[src/rtl/rectify.sv]
// rectify: saturating rectifier activation stage placed after associate.
//  Forward path clamps a signed pre-activation to an unsigned ACTW-bit value.
//  Backward path gates the incoming error by the derivative region recorded
//  for the oldest pending forward sample (strict FIFO order).
//  Optional feature macro: RECTIFY_LEAKY_EN (BELOW region passes err >>> 3).
module rectify #(
  parameter int RESW  = 16,
  parameter int ACTW  = 8,
  parameter int ERRW  = 16,
  parameter int DEPTH = 4
) (
  input  logic                       clk,
  input  logic                       rst_n,
  input  logic                       en,
  input  logic                       arg_valid,
  input  logic [RESW-1:0]            arg_data,
  output logic                       arg_ready,
  output logic                       res_valid,
  output logic [ACTW-1:0]            res_data,
  input  logic                       res_ready,
  input  logic                       err_valid,
  input  logic [ERRW-1:0]            err_data,
  output logic                       err_ready,
  output logic                       fbk_valid,
  output logic [ERRW-1:0]            fbk_data,
  input  logic                       fbk_ready,
  output logic [$clog2(DEPTH+1)-1:0] pending
);

  localparam int PW = $clog2(DEPTH);
  localparam int CW = $clog2(DEPTH+1);

  // Region codes describe which piece of the clamp each forward sample hit.
  localparam logic [1:0] REG_BELOW  = 2'd0;
  localparam logic [1:0] REG_LINEAR = 2'd1;
  localparam logic [1:0] REG_ABOVE  = 2'd2;

  // Saturation ceiling widened to the input width for a plain compare.
  localparam logic [RESW-1:0] ACT_MAX = {{(RESW-ACTW){1'b0}}, {ACTW{1'b1}}};

  // Clamp a signed value into [0, 2**ACTW-1].
  function automatic logic [ACTW-1:0] sat_f(input logic [RESW-1:0] x);
    logic [ACTW-1:0] r;
    if (x[RESW-1]) begin
      r = {ACTW{1'b0}};
    end else if (x > ACT_MAX) begin
      r = {ACTW{1'b1}};
    end else begin
      r = x[ACTW-1:0];
    end
    return r;
  endfunction

  // Classify a signed value into its clamp region (endpoints are LINEAR).
  function automatic logic [1:0] region_f(input logic [RESW-1:0] x);
    logic [1:0] r;
    if (x[RESW-1]) begin
      r = REG_BELOW;
    end else if (x > ACT_MAX) begin
      r = REG_ABOVE;
    end else begin
      r = REG_LINEAR;
    end
    return r;
  endfunction

  logic            res_valid_r;
  logic [ACTW-1:0] res_data_r;
  logic            fbk_valid_r;
  logic [ERRW-1:0] fbk_data_r;
  logic [1:0]      region_r [DEPTH];
  logic [PW-1:0]   wr_ptr_r;
  logic [PW-1:0]   rd_ptr_r;
  logic [CW-1:0]   count_r;

  logic            full_s;
  logic            empty_s;
  logic            arg_ready_s;
  logic            err_ready_s;
  logic            arg_acc_s;
  logic            err_acc_s;
  logic            push_s;
  logic            pop_s;
  logic [ERRW-1:0] gated_s;

  // Handshake and FIFO control, all from pre-edge state (no bypass).
  always_comb begin
    full_s      = (count_r == CW'(DEPTH));
    empty_s     = (count_r == {CW{1'b0}});
    arg_ready_s = (!res_valid_r || res_ready) && !(en && full_s);
    err_ready_s = (!fbk_valid_r || fbk_ready) && !empty_s;
    arg_acc_s   = arg_valid && arg_ready_s;
    err_acc_s   = err_valid && err_ready_s;
    push_s      = arg_acc_s && en;
    pop_s       = err_acc_s;
  end

  // Gate the error by the derivative region at the FIFO head.
  always_comb begin
    gated_s = {ERRW{1'b0}};
    case (region_r[rd_ptr_r])
      REG_LINEAR: gated_s = err_data;
`ifdef RECTIFY_LEAKY_EN
      REG_BELOW:  gated_s = $signed(err_data) >>> 3;
`else
      REG_BELOW:  gated_s = {ERRW{1'b0}};
`endif
      REG_ABOVE:  gated_s = {ERRW{1'b0}};
      default:    gated_s = {ERRW{1'b0}};
    endcase
  end

  // Forward output register: load on accept, drop when consumed.
  always_ff @(posedge clk or negedge rst_n) begin
    if (!rst_n) begin
      res_valid_r <= 1'b0;
      res_data_r  <= {ACTW{1'b0}};
    end else if (arg_acc_s) begin
      res_valid_r <= 1'b1;
      res_data_r  <= sat_f(arg_data);
    end else if (res_ready) begin
      res_valid_r <= 1'b0;
      res_data_r  <= res_data_r;
    end else begin
      res_valid_r <= res_valid_r;
      res_data_r  <= res_data_r;
    end
  end

  // Backward output register: load gated error on accept, drop when consumed.
  always_ff @(posedge clk or negedge rst_n) begin
    if (!rst_n) begin
      fbk_valid_r <= 1'b0;
      fbk_data_r  <= {ERRW{1'b0}};
    end else if (err_acc_s) begin
      fbk_valid_r <= 1'b1;
      fbk_data_r  <= gated_s;
    end else if (fbk_ready) begin
      fbk_valid_r <= 1'b0;
      fbk_data_r  <= fbk_data_r;
    end else begin
      fbk_valid_r <= fbk_valid_r;
      fbk_data_r  <= fbk_data_r;
    end
  end

  // Region FIFO storage: write the new region at the tail on push.
  always_ff @(posedge clk or negedge rst_n) begin
    if (!rst_n) begin
      for (int i = 0; i < DEPTH; i++) begin
        region_r[i] <= REG_BELOW;
      end
    end else if (push_s) begin
      region_r[wr_ptr_r] <= region_f(arg_data);
    end else begin
      region_r[wr_ptr_r] <= region_r[wr_ptr_r];
    end
  end

  // Region FIFO pointers and occupancy; pointers wrap naturally mod DEPTH.
  always_ff @(posedge clk or negedge rst_n) begin
    if (!rst_n) begin
      wr_ptr_r <= {PW{1'b0}};
      rd_ptr_r <= {PW{1'b0}};
      count_r  <= {CW{1'b0}};
    end else begin
      if (push_s) begin
        wr_ptr_r <= wr_ptr_r + PW'(1);
      end else begin
        wr_ptr_r <= wr_ptr_r;
      end
      if (pop_s) begin
        rd_ptr_r <= rd_ptr_r + PW'(1);
      end else begin
        rd_ptr_r <= rd_ptr_r;
      end
      case ({push_s, pop_s})
        2'b10:   count_r <= count_r + CW'(1);
        2'b01:   count_r <= count_r - CW'(1);
        default: count_r <= count_r;
      endcase
    end
  end

  assign arg_ready = arg_ready_s;
  assign err_ready = err_ready_s;
  assign res_valid = res_valid_r;
  assign res_data  = res_data_r;
  assign fbk_valid = fbk_valid_r;
  assign fbk_data  = fbk_data_r;
  assign pending   = count_r;

endmodule

[config.mk]
export PLATFORM = sky130hd
export DESIGN_NAME = rectify
export DESIGN_NICKNAME = d
export VERILOG_FILES = /design/src/rtl/rectify.sv
export SDC_FILE = /design/constraint.sdc
export NUM_CORES = 1
export LEC_CHECK = 0
export CORE_MARGIN = 8
export CORE_UTILIZATION = 40
export CTS_CLUSTER_SIZE = 12
export DETAILED_ROUTE_END_ITERATION = 6
export PLACE_DENSITY = 0.76
export SLEW_MARGIN = 20
export SYNTH_ARGS = -nofsm -noshare
export SYNTH_HDL_FRONTEND = slang
export SYNTH_SLANG_ARGS = --single-unit
export TNS_END_PERCENT = 30
[constraint.sdc]
create_clock -name clk -period 2 [get_ports clk]
set_input_delay 0.3 -clock clk [delete_from_list [all_inputs] [get_ports clk]]
set_output_delay 0.3 -clock clk [all_outputs]
set_load 0.02 [all_outputs]
# --- Word level (Yosys, flattened, before mapping) ---
# Cells that the tools add are included.
# Widths: inputs -> output; s select.
op_classes:
  addsub: 4
  magnitude_cmp: 4
  n_eq_ne: 4
  n_mux: 22
  bitwise_logic: 2
  reduce_logical: 17
ops:
  columns: ["cell", "n"]
  rows:
  - ["$mux 8", 3]
  - ["$bwmux 8", 2]
  - ["$gt 16x8->1 const B", 1]
  - ["$mux 16", 1]
  - ["$mux 2", 8]
  - ["$bmux 2 s2", 2]
  - ["$logic_and 1x1->1", 7]
  - ["$ge 3x3->1 const B", 2]
  - ["$not 2->3", 2]
  - ["$pmux 3 s2", 1]
  - ["$reduce_bool 2->1", 3]
  - ["$add 2x1->2 const B", 2]
  - ["$demux 2 s2", 1]
  - ["$eq 2x1->1 const B", 2]
  - ["$logic_not 1->1", 4]
  - ["$mux 1", 4]
  - ["$add 3x1->3 const B", 1]
  - ["$eq 3x3->1 const B", 1]
  - ["$logic_not 3->1", 1]
  - ["$lt 3x1->1 const B", 1]
  - ["$sub 3x1->3 const B", 1]
  - ["$eq 2x2->1 const B", 1]
  - ["$logic_or 1x1->1", 2]
totals:
  register_bits: 41
  elab_cells: 64

# --- Longest topological paths before layout ---
logic_depth:
  word_depth: 9
  mapped_depth: 10
  ltp_nobuf: 9

# --- Worst setup path after synthesis ---
# No wires, ideal clock.
synth_timing:
  path_type: "register to register"
  from: "register count_r[0] (netlist: pending[0])"
  to: "register count_r[2] (netlist: pending[2])"
  setup_ns: 0.133
  arrival_time_ns: 2.050
  required_ns: 1.867
  path_slack_ns: -0.183
  path_stages_with_launch: 10
  path_buffers: 1
  period_less_slack_ns: 2.183
  path_cell_list: "dfrtp_1 o311ai_0 buf_2 inv_1 ha_1 inv_1 fa_1 xor2_1 nor2_1 xor2_1"
synth_between:
  elab_cells_between_ends: 16
synth_lines:
  columns: ["item", "line_no", "text"]
  rows:
  - ["from (decl)", "74", "logic [CW-1:0] count_r;"]
  - ["from (signal assigned)", "165", "count_r <= {CW{1'b0}};"]
  - ["from (signal assigned)", "178", "2'b10: count_r <= count_r + CW'(1);"]
  - ["from (signal assigned)", "179", "2'b01: count_r <= count_r - CW'(1);"]
  - ["$logic_not 3->1 *", "89", "empty_s = (count_r == {CW{1'b0}});"]
  - ["$logic_not 1->1 *", "91", "err_ready_s = (!fbk_valid_r || fbk_ready) && !empty_s;"]
  - ["$logic_and 1x1->1 *", "91", null]
  - ["$logic_and 1x1->1 *", "93", "err_acc_s = err_valid && err_ready_s;"]
  - ["named net err_acc_s", "81", "logic err_acc_s;"]
  - ["$eq 2x1->1 / $eq 2x2->1 (equally long branches)", "177", "case ({push_s, pop_s})"]
  - ["$pmux 3 s2 / $reduce_bool 2->1 (equally long branches)", null, null]
# The timed path passes the listed nets; every way through them passes the cells marked *.
# A chain may end at the register's enable or synchronous reset.

# --- Worst setup path after layout ---
# Same ends and word-level chain as after synthesis.

==> flow_summary.json <==
{
  "fill_cells": 398,
  "seqPwrFrac_pct": 37.0,
  "cts_made_buffers": 5,
  "final-max-slew-violation-count": 0,
  "htree_levels": 2,
  "crit_required_ps": 2180,
  "ys_async_sr_fraction_pct": 100,
  "crit_path_end_kind": "flop",
  "synth_commonest_cells": "41 x dfrtp_1, 17 x nor2_1, 16 x a22o_1",
  "worst-setup-path-type": "reg -> reg",
  "outcome": "finished clean",
  "globalRouteMet2Util_pct": 19.1,
  "yosysWarnings": 0,
  "hold_path.class": "in -> async",
  "clock_power_share_pct": 13.4,
  "finalClockSkew_ps": 4.17,
  "hold_viol": 0,
  "grt_pass1_vias": 1628,
  "synth.area.top_cells": "dfrtp_1 54%, a22o_1 7.4%, mux2_2 4.7%",
  "holdWs_ps": 492,
  "synth_top_area_share_pct": 53.9,
  "gp_congestion": 0.841,
  "ys_seq_area_share_pct": 53.9,
  "period_share_pct": 93.9,
  "drtIter0Drc": 38,
  "routed_wirelength_mm": 4.48,
  "synth_edf_count": 0,
  "die_h_um": 85.0,
  "dieArea_um2": 7220,
  "fmax_ghz": 0.532,
  "fin_nets": 285,
  "ys_types": 32,
  "crit_arrival_ps": 2060,
  "slew_headroom_pct": 68.0,
  "io_pins": 70,
  "synth_cells": 153,
  "dr.pass1.iters": 4,
  "syn_avg_cell_area_um2": 12.4,
  "place_ws_ps": -206,
  "die_x_um": 85.0,
  "core_area_um2": 4660,
  "cts.path.max_buffers": 2,
  "maxCapViolCount": 0,
  "yosys_register_bits": 41,
  "track_usage_pct": 13.2,
  "drc_errors": 0,
  "worst-path-max-fanout": 5,
  "setup_viol": 0,
  "antennaDiodeCount": 0,
  "clk-insertion-delay-late_ps": 290,
  "rsz0062_at_grt": "no",
  "rows": 25,
  "wl_per_cell_um": 15.2,
  "p_int_mw": 2.39,
  "cellLeakagePower_nw": 1.20,
  "overflow": 0,
  "final_area_um2": 2860,
  "dp_hpwl_mm": 3.48,
  "p_switching_mw": 1.43,
  "cts.clk_slew.worst_paths_ps": 70,
  "yosys.area.top_type": "dfrtp_1",
  "grt_max_degree": 23,
  "syn_area_um2": 1900,
  "drtAntennaViolNets": 0,
  "post-route-util_pct": 61.4,
  "synth.most_common_cell": "dfrtp_1",
  "tritoncts": "yes",
  "antenna_found_initial": 0,
  "worstMarginPinSlew_ps": 480,
  "placed_cell_area_um2": 2730,
  "grt_pass1_wl_mm": 7.79,
  "setup_ws_ps": 122,
  "ir_worst_vdd_mv": 0.783,
  "clock-root-buffer": "clkbuf_8",
  "cts_num_sinks": 41,
  "ys.flop_type": "dfrtp_1",
  "drive_gt1_share_pct": 22.0,
  "crit_path_start_kind": "flop",
  "vias_per_cell": 5.03,
  "use_met1_pct": 16.9,
  "power_frac_comb_pct": 49.6,
  "power_density_nw_per_um2": 1330,
  "initial_core_util_pct": 40.8,
  "io_buffers": 69,
  "synth_fp_nets": 198,
  "gr-max-usage-layer": "met2",
  "switching_share_pct": 37.4,
  "min_period_ps": 1880,
  "use_met3_pct": 6.47,
  "syn_to_final_growth_pct": 50.5,
  "vias": 1485
}
-- registers in the layout, indices dropped and copies added (netlist names) --
signal and flops:
fbk_data 16, fbk_valid 1, pending 3, rd_ptr_r 2
region_r 8, res_data 8, res_valid 1, wr_ptr_r 2
-- path summary, 6_finish.rpt --
| check | from | end | slack, ps | depth (start not counted) |
|---|---|---|---|---|
| worst max register to register | pending[0] | pending[2] | 120 | 9 |
| worst min-delay path | rst_n | fbk_data[8] | 490 | 2 |
| min in group clk | res_data[3] | res_data[3] | 510 | 1 |
| worst min register to register | res_data[3] | res_data[3] | 510 | 1 |
| max in group asynchronous | rst_n | fbk_data[6] | 970 | 3 |
| worst max-delay path | pending[0] | pending[2] | 120 | 9 |
-- layer usage --
| metal | vias to the layer above | wire [µm] |
|---|---|---|
| met4 | 0 | 48 |
| met3 | 7 | 446 |
| met2 | 58 | 1950 |
| met1 | 705 | 2040 |
| li1 | 715 | - |
| met5 | - | 0 |
-- what timing repair did --
item,in CTS,in global routing
hold buffers,1,0
pin swaps,1,4
buffers inserted,0,2
hold endpoints to repair,20,0
resized for setup,2,5
endpoints found under the setup margin,3,2
-- critical path, stage by stage (launching register included) --
cell and delay (ps):
dfrtp_2 430, buf_4 170, o311ai_4 260, inv_1 120, ha_4 170, inv_1 70, fa_2 190, xor2_1 140
nor2_1 70, xor2_1 160
-- power by group through the flow --
stage	registers [mW]	clock network, mW	logic, mW
after global placement	1.41	0	1.84
after floorplan	1.66	0	0.801
after detailed placement	1.42	0	1.88
after global routing	1.47	0.564	2.08
final	1.41	0.511	1.90
after CTS	1.42	0.536	1.88
-- cell type report --
type / count / area (µm²) / share of cell area, %
flip-flops and latches: 41 / 1030 / 35.9
multi-input cells: 97 / 836 / 29.2
well taps: 54 / 67.6 / 2.36
inverters: 9 / 33.8 / 1.18
clock inverters: 2 / 10.0 / 0.350
clock buffers: 6 / 72.6 / 2.54
repair buffers: 86 / 813 / 28.4
-- logic make-up after synthesis --
family,count (synthesis),synth area share (%)
flip-flops,41,53.9
AND/OR/NAND/NOR,40,13.4
AO/OA/AOI/OAI,33,13.2
buffers and inverters,15,4.14
multiplexers,12,8.16
XOR/XNOR,6,2.76
adder cells (fa/ha/maj),6,4.34
-- layout by cell type, fill, tap and decap left out, types with 2 or more instances in the layout --
cell,instances
clkdlybuf4s50_1,66
dfrtp_1,39
nor2_1,17
a22o_1,16
buf_4,16
a21oi_1,9
inv_1,8
nor3_2,8
mux2_2,8
nand2_1,5
clkbuf_8,5
xnor2_1,4
ha_1,4
nand2b_1,2
o31a_1,2
nor3b_1,2
mux2i_1,2
mux4_2,2
xor2_1,2
clkinv_2,2
dlygate4sd2_1,2
dfrtp_2,2
-- per-stage QoR --
| step | std cells | power (mW) | TNS [ps] |
|---|---|---|---|
| 2_1_floorplan | 153 | 2.46 | 0 |
| 3_3_place_gp | 284 | 3.26 | -229 |
| 3_5_place_dp | 284 | 3.30 | -381 |
| 4_1_cts | 293 | 3.83 | 0 |
| 5_1_grt | 295 | 4.11 | 0 |
| 6_report | 295 | 3.82 | 0 |
No activity file was read; power rests on OpenSTA's default activity.
